[src/rtl/analysis_frame_scheduler_if.sv]
// Handshake bundle between the frame scheduler and the codec / DFT / NoteFinder side.
// The scheduler connects to the slave modport; the driving side uses master.
interface analysis_frame_scheduler_if #(
    parameter int CNT_W = 16
);
    logic             enable;
    logic             sampleReady;
    logic             doingRead;
    logic             nfStart;
    logic             nfDone;
    logic             nfBusy;
    logic [CNT_W-1:0] sampleCount;
    logic [7:0]       overrunCount;
    logic             timeoutFlag;

    modport master (
        output enable, sampleReady, nfDone,
        input  doingRead, nfStart, nfBusy, sampleCount, overrunCount, timeoutFlag
    );

    modport slave (
        input  enable, sampleReady, nfDone,
        output doingRead, nfStart, nfBusy, sampleCount, overrunCount, timeoutFlag
    );
endinterface

[src/rtl/analysis_frame_scheduler.sv]
// Audio analysis sequencer: issues codec/DFT read strobes, decimates them into frames,
// and starts NoteFinder SETTLE cycles after each frame trigger, with overrun and hang tracking.
//
// state   | meaning
// --------+-------------------------------------------------------------
// IDLE    | NoteFinder free; the next trigger at the pipeline tail starts it
// WAIT_NF | NoteFinder running; leave on nfDone or when the timer expires
module analysis_frame_scheduler #(
    parameter int SETTLE     = 4,
    parameter int DECIM      = 16,
    parameter int NF_TIMEOUT = 4096,
    parameter int CNT_W      = 16
) (
    input  logic                        clk,
    input  logic                        rst,
    analysis_frame_scheduler_if.slave   bus
);

    localparam int TMR_W = $clog2(NF_TIMEOUT + 1);
    localparam int DEC_W = (DECIM > 1) ? $clog2(DECIM) : 1;

    typedef enum logic {
        IDLE    = 1'b0,
        WAIT_NF = 1'b1
    } nf_state_t;

    nf_state_t          state_q, state_d;
    logic               doing_read_q, doing_read_d;
    logic [CNT_W-1:0]   sample_count_q, sample_count_d;
    logic [DEC_W-1:0]   dec_cnt_q, dec_cnt_d;
    logic [SETTLE-1:0]  settle_pipe_q, settle_pipe_d;
    logic [TMR_W-1:0]   nf_tmr_q, nf_tmr_d;
    logic               nf_start_q, nf_start_d;
    logic [7:0]         overrun_q, overrun_d;
    logic               timeout_q, timeout_d;

    logic read_go;
    logic trig;
    logic tail;
    logic nf_done;
    logic nf_expire;
    logic nf_free;

    always_comb begin
        state_d        = state_q;
        doing_read_d   = 1'b0;
        sample_count_d = sample_count_q;
        dec_cnt_d      = dec_cnt_q;
        settle_pipe_d  = settle_pipe_q;
        nf_tmr_d       = nf_tmr_q;
        nf_start_d     = 1'b0;
        overrun_d      = overrun_q;
        timeout_d      = timeout_q;

        read_go   = bus.enable & bus.sampleReady & ~doing_read_q;
        trig      = read_go && (dec_cnt_q == DEC_W'(DECIM - 1));
        tail      = settle_pipe_q[SETTLE-1] & bus.enable;
        nf_done   = (state_q == WAIT_NF) && bus.nfDone;
        nf_expire = (state_q == WAIT_NF) && (nf_tmr_q == '0);
        nf_free   = (state_q == IDLE) || nf_done || nf_expire;

        doing_read_d = read_go;
        if (read_go) begin
            sample_count_d = sample_count_q + 1'b1;
            dec_cnt_d      = trig ? '0 : dec_cnt_q + 1'b1;
        end

        // Stage 0 loads alongside the read strobe, so the start lands SETTLE cycles after it.
        settle_pipe_d[0] = trig;
        for (int i = 1; i < SETTLE; i++) begin
            settle_pipe_d[i] = settle_pipe_q[i-1];
        end

        if (state_q == WAIT_NF) begin
            if (nf_done || nf_expire) begin
                state_d = IDLE;
            end else begin
                nf_tmr_d = nf_tmr_q - 1'b1;
            end
        end

        // A completion or expiry in the same cycle as a trigger frees the slot for it.
        if (tail) begin
            if (nf_free) begin
                nf_start_d = 1'b1;
                state_d    = WAIT_NF;
                nf_tmr_d   = TMR_W'(NF_TIMEOUT - 1);
            end else if (overrun_q != 8'hFF) begin
                overrun_d = overrun_q + 8'd1;
            end
        end

        if (nf_expire) begin
            timeout_d = 1'b1;
        end

        if (!bus.enable) begin
            dec_cnt_d     = '0;
            settle_pipe_d = '0;
            overrun_d     = '0;
            timeout_d     = 1'b0;
        end
    end

    always_ff @(posedge clk or negedge rst) begin
        if (!rst) begin
            state_q        <= IDLE;
            doing_read_q   <= 1'b0;
            sample_count_q <= '0;
            dec_cnt_q      <= '0;
            settle_pipe_q  <= '0;
            nf_tmr_q       <= '0;
            nf_start_q     <= 1'b0;
            overrun_q      <= '0;
            timeout_q      <= 1'b0;
        end else begin
            state_q        <= state_d;
            doing_read_q   <= doing_read_d;
            sample_count_q <= sample_count_d;
            dec_cnt_q      <= dec_cnt_d;
            settle_pipe_q  <= settle_pipe_d;
            nf_tmr_q       <= nf_tmr_d;
            nf_start_q     <= nf_start_d;
            overrun_q      <= overrun_d;
            timeout_q      <= timeout_d;
        end
    end

    assign bus.doingRead    = doing_read_q;
    assign bus.nfStart      = nf_start_q;
    assign bus.nfBusy       = (state_q == WAIT_NF);
    assign bus.sampleCount  = sample_count_q;
    assign bus.overrunCount = overrun_q;
    assign bus.timeoutFlag  = timeout_q;

endmodule

[src/flat_wrapper.sv]
// flat-port wrapper written by rule: the top's interface ports become plain ports
module analysis_frame_scheduler_flat 
#(
    parameter int SETTLE     = 4,
    parameter int DECIM      = 16,
    parameter int NF_TIMEOUT = 4096,
    parameter int CNT_W      = 16
)
  (clk, rst, bus_enable, bus_sampleReady, bus_nfDone, bus_doingRead, bus_nfStart, bus_nfBusy, bus_sampleCount, bus_overrunCount, bus_timeoutFlag);
  analysis_frame_scheduler_if #(.CNT_W(CNT_W)) bus_i ();
  input  logic clk;
  input  logic rst;
  input wire logic [$bits(bus_i.enable)-1:0] bus_enable;
  input wire logic [$bits(bus_i.sampleReady)-1:0] bus_sampleReady;
  input wire logic [$bits(bus_i.nfDone)-1:0] bus_nfDone;
  output wire logic [$bits(bus_i.doingRead)-1:0] bus_doingRead;
  output wire logic [$bits(bus_i.nfStart)-1:0] bus_nfStart;
  output wire logic [$bits(bus_i.nfBusy)-1:0] bus_nfBusy;
  output wire logic [$bits(bus_i.sampleCount)-1:0] bus_sampleCount;
  output wire logic [$bits(bus_i.overrunCount)-1:0] bus_overrunCount;
  output wire logic [$bits(bus_i.timeoutFlag)-1:0] bus_timeoutFlag;
  assign bus_i.enable = bus_enable;
  assign bus_i.sampleReady = bus_sampleReady;
  assign bus_i.nfDone = bus_nfDone;
  assign bus_doingRead = bus_i.doingRead;
  assign bus_nfStart = bus_i.nfStart;
  assign bus_nfBusy = bus_i.nfBusy;
  assign bus_sampleCount = bus_i.sampleCount;
  assign bus_overrunCount = bus_i.overrunCount;
  assign bus_timeoutFlag = bus_i.timeoutFlag;
  analysis_frame_scheduler #(.SETTLE(SETTLE), .DECIM(DECIM), .NF_TIMEOUT(NF_TIMEOUT), .CNT_W(CNT_W)) u_core (.clk(clk), .rst(rst), .bus(bus_i));
endmodule
[config.mk]
export PLATFORM = sky130hd
export DESIGN_NAME = analysis_frame_scheduler_flat
export DESIGN_NICKNAME = d
export VERILOG_FILES = /design/src/rtl/analysis_frame_scheduler_if.sv /design/src/rtl/analysis_frame_scheduler.sv /design/src/flat_wrapper.sv
export SDC_FILE = /design/constraint.sdc
export NUM_CORES = 1
export LEC_CHECK = 0
export CORE_MARGIN = 1
export CORE_UTILIZATION = 51
export CTS_BUF_LIST = sky130_fd_sc_hd__clkbuf_2 sky130_fd_sc_hd__clkbuf_4 sky130_fd_sc_hd__clkbuf_8
export CTS_CLUSTER_SIZE = 10
export DETAILED_ROUTE_END_ITERATION = 8
export PLACE_DENSITY_LB_ADDON = 0.1
export SLEW_MARGIN = 0
export SYNTH_ARGS = -nofsm -noshare
export SYNTH_HDL_FRONTEND = slang
export SYNTH_SLANG_ARGS = --single-unit
[constraint.sdc]
create_clock -name clk -period 1.9 [get_ports clk]
set_input_delay 0.38 -clock clk [delete_from_list [all_inputs] [get_ports clk]]
set_output_delay 0.38 -clock clk [all_outputs]
set_load 0.01 [all_outputs]
==> impl_metrics.json <==
{
  "status": "finished, final reports clean",
  "yosys.area_share.simple_pct": 21.63,
  "worst-slew-pin-transition_ns": 0.4545,
  "synth_top_flop_cell": "dfrtp_1",
  "seq_power_share_pct": 55.9,
  "post_drt_wl_per_cell_um": 14.87,
  "h-tree-depth": 2,
  "ys_types": 45,
  "clk_pin_slew_ns": 0.09,
  "fin_skew_ns": 0.01009,
  "fmax_mhz": 545.5,
  "syn_avg_cell_area_um2": 10.13,
  "yosys_warnings": 0,
  "regArea_mm2": 0.001226,
  "synth_commonest_cells": "dfrtp_1, nand2_1, a21oi_1",
  "period_share_pct": 96.48,
  "syn_nets": 246,
  "p_comb_share_pct": 13.8,
  "slew_violations": 0,
  "grt_first_pass_wirelength_mm": 8.597,
  "critPathCaptureType": "flop",
  "synth_mux_area_share_pct": 0.4169,
  "synth_cells": 237,
  "synth_area_leaders": "dfrtp_1, xnor2_1, nand2_1",
  "ant_nets": 0,
  "holdBufCountCts": 0,
  "synthArstFlopShare_pct": 100.0,
  "die_area_mm2": 0.004986,
  "drc": 0,
  "clock_path_buffers": 2,
  "die_x_um": 70.62,
  "vias_per_cell": 5.765,
  "drive_gt1_share_pct": 18.86,
  "nets": 305,
  "clock_sinks": 49,
  "peakVddDrop_mv": 0.7098,
  "overflow": 0,
  "p_sw_mw": 0.5682,
  "clock_latency_ns": 0.31,
  "placedCellCount": 339,
  "multi_input_area_mm2": 0.001136,
  "worstSetupStartpointType": "flop",
  "yosys.cell_count.top_type": "dfrtp_1",
  "grt_use_total_pct": 22.27,
  "place_congestion": 0.8577,
  "drt-total-wl_mm": 5.188,
  "synth_xor_area_share_pct": 6.201,
  "p_int_mw": 1.571,
  "grt_max_degree": 25,
  "leakage_nw": 1.328,
  "synth_area_mm2": 0.002401,
  "layout_setup_ws_ns": 0.06682,
  "netSwitchingFraction_pct": 26.56,
  "max_slew_margin_pct": 68.91,
  "synth_edf_count": 0,
  "final_cells": 349,
  "num_rows": 24,
  "yosysSeqAreaShare_pct": 51.07,
  "via_count": 2012,
  "worst_hold_path_type": "input pin to asynchronous set/reset pin",
  "die_h_um": 70.62,
  "dp_hpwl_mm": 3.657,
  "synthAdderAreaFrac_pct": 2.084,
  "period_minus_slack_ns": 1.833,
  "fill_cells": 347,
  "core_area_mm2": 0.004444,
  "crit_fanout": 24,
  "grt_pass1_vias": 1779,
  "synth_compound_area_share_pct": 14.38,
  "antenna_found_initial": 0,
  "setup-violations-final": 0,
  "antenna_cells": 0,
  "dp_slack_ns": -0.06388,
  "io_pins": 33,
  "cts_tree": "yes",
  "power.density_mw_per_mm2": 689.2,
  "drt_pass1_iterations": 4,
  "yosys.area.top_type": "dfrtp_1",
  "p_clk_share_pct": 30.3,
  "first_iter_violations": 154,
  "cts-root-buf": "clkbuf_8",
  "synth.top_cell.area_share_pct": 51.07,
  "max_cap_viol_count": 0,
  "start_util_pct": 54.03,
  "required_ns": 2.13,
  "portBuffers": 32,
  "synth_seq_cells": 49,
  "cp.arrival_ns": 2.06,
  "synth_top_family_by_area": "simple AND/OR/NAND/NOR gates",
  "cts_inserted_buffers": 5,
  "final-hold-violation-count": 0,
  "syn2layout_area_growth_pct": 29.29,
  "critical_path_class": "flop to flop"
}
## what timing repair did
item / in CTS / in global routing
gates cloned: 0 / 1
setup endpoints to repair: 4 / 13
resized for setup: 2 / 10
buffers inserted: 0 / 1
pin swaps: 0 / 6
## final timing paths
kind / startpoint / endpoint / slack [ns] / cells after the start
worst max-delay path: u_core.nf_tmr_q[0]$_DFF_PN0_ / u_core.bus.overrunCount[4]$_DFFE_PN0P_ / 0.07 / 7
min in group clk: u_core.settle_pipe_q[0]$_DFF_PN0_ / u_core.settle_pipe_q[1]$_DFF_PN0_ / 0.47 / 1
worst max register to register: u_core.nf_tmr_q[0]$_DFF_PN0_ / u_core.bus.overrunCount[4]$_DFFE_PN0P_ / 0.07 / 7
worst min-delay path: rst / u_core.nf_tmr_q[5]$_DFF_PN0_ / 0.01 / 1
worst min register to register: u_core.settle_pipe_q[0]$_DFF_PN0_ / u_core.settle_pipe_q[1]$_DFF_PN0_ / 0.47 / 1
max in group asynchronous: rst / u_core.bus.sampleCount[12]$_DFFE_PN0P_ / 1.36 / 2
## power groups by stage
| stage | clock (mW) | combinational (mW) | sequential (mW) |
|---|---|---|---|
| finish | 0.648 | 0.296 | 1.20 |
| floorplan | 0 | 0.0952 | 1.23 |
| global placement | 0 | 0.294 | 1.21 |
| global route | 0.701 | 0.325 | 1.21 |
| CTS | 0.665 | 0.300 | 1.20 |
| detailed placement | 0 | 0.298 | 1.21 |
## through the flow
stage / util [%] / power (mW) / setup TNS [ns] / cell area (um2) / hold slack (ns)
finish: 69.85 / 2.140 / 0 / 3104 / 0.01129
global route: 69.85 / 2.239 / -0.02580 / 3104 / 0.04644
CTS: 68.38 / 2.162 / 0 / 3039 / 0.02588
detailed placement: 66.10 / 1.513 / -0.2503 / 2938 / 0.3623
global placement: 66.10 / 1.507 / -0.08895 / 2938 / 0.3572
floorplan: - / 1.321 / 0 / 2401 / 0.08441
## flip-flops by register name, indices dropped and copies added, names as in the netlist
| signal | cells |
|---|---|
| u_core.bus.sampleCount | 16 |
| u_core.nf_tmr_q | 13 |
| u_core.bus.overrunCount | 8 |
| u_core.dec_cnt_q | 4 |
| u_core.settle_pipe_q | 4 |
| u_core.bus.doingRead | 1 |
| u_core.bus.nfBusy | 1 |
| u_core.bus.nfStart | 1 |
| u_core.bus.timeoutFlag | 1 |
## routing by layer
layer / global-route usage (%) / part of all wire, % / vias up
li1: - / - / 983
met1: 31.47 / 48 / 983
met2: 34.41 / 47 / 37
met3: 5.128 / 3.8 / 9
met4: 7.333 / 1.8 / 0
met5: 0 / 0 / -
## cell families after synthesis
logic type                 after synthesis
DFF                                     49
AOI/OAI and AO/OA                       50
xor gates and xnor gates                17
buffers and inverters                   19
muxes                                    1
and+or+nand+nor                         97
adders and majority gates                4
## cell type report
class	count	area share (%)
Clock inverter	2	0.4434
Tap cell	52	2.096
Multi-Input combinational cell	170	36.60
Sequential cell	49	39.50
Clock buffer	6	2.660
Timing Repair Buffer	58	17.25
Inverter	12	1.451
## layout by cell type (no fill, tap or decap), types with 3 or more instances in the layout
master and n:
and3_1 5, xnor2_1 13, dfrtp_1 49, o31ai_2 3
nand3_1 10, clkdlybuf4s50_1 31, a21oi_2 3, nand2_1 25
nor4_1 5, clkbuf_8 6, a211oi_1 3, a21oi_1 14
nor3_1 8, buf_4 24, nor2_1 13, ha_1 3
o31ai_1 6, nand4_1 9, xor2_1 4, o211ai_1 3
and2_1 4, or3_1 3, inv_1 10, o21ai_0 6
## worst max-delay path, cell delays in order (launching register included)
cell     delay, ns
dfrtp_1       0.35
inv_1         0.06
ha_2          0.18
nor4b_2       0.16
and4_4        0.19
buf_12        0.15
or4_4         0.52
a21oi_2       0.13
Power figures use the tool's default switching activity.
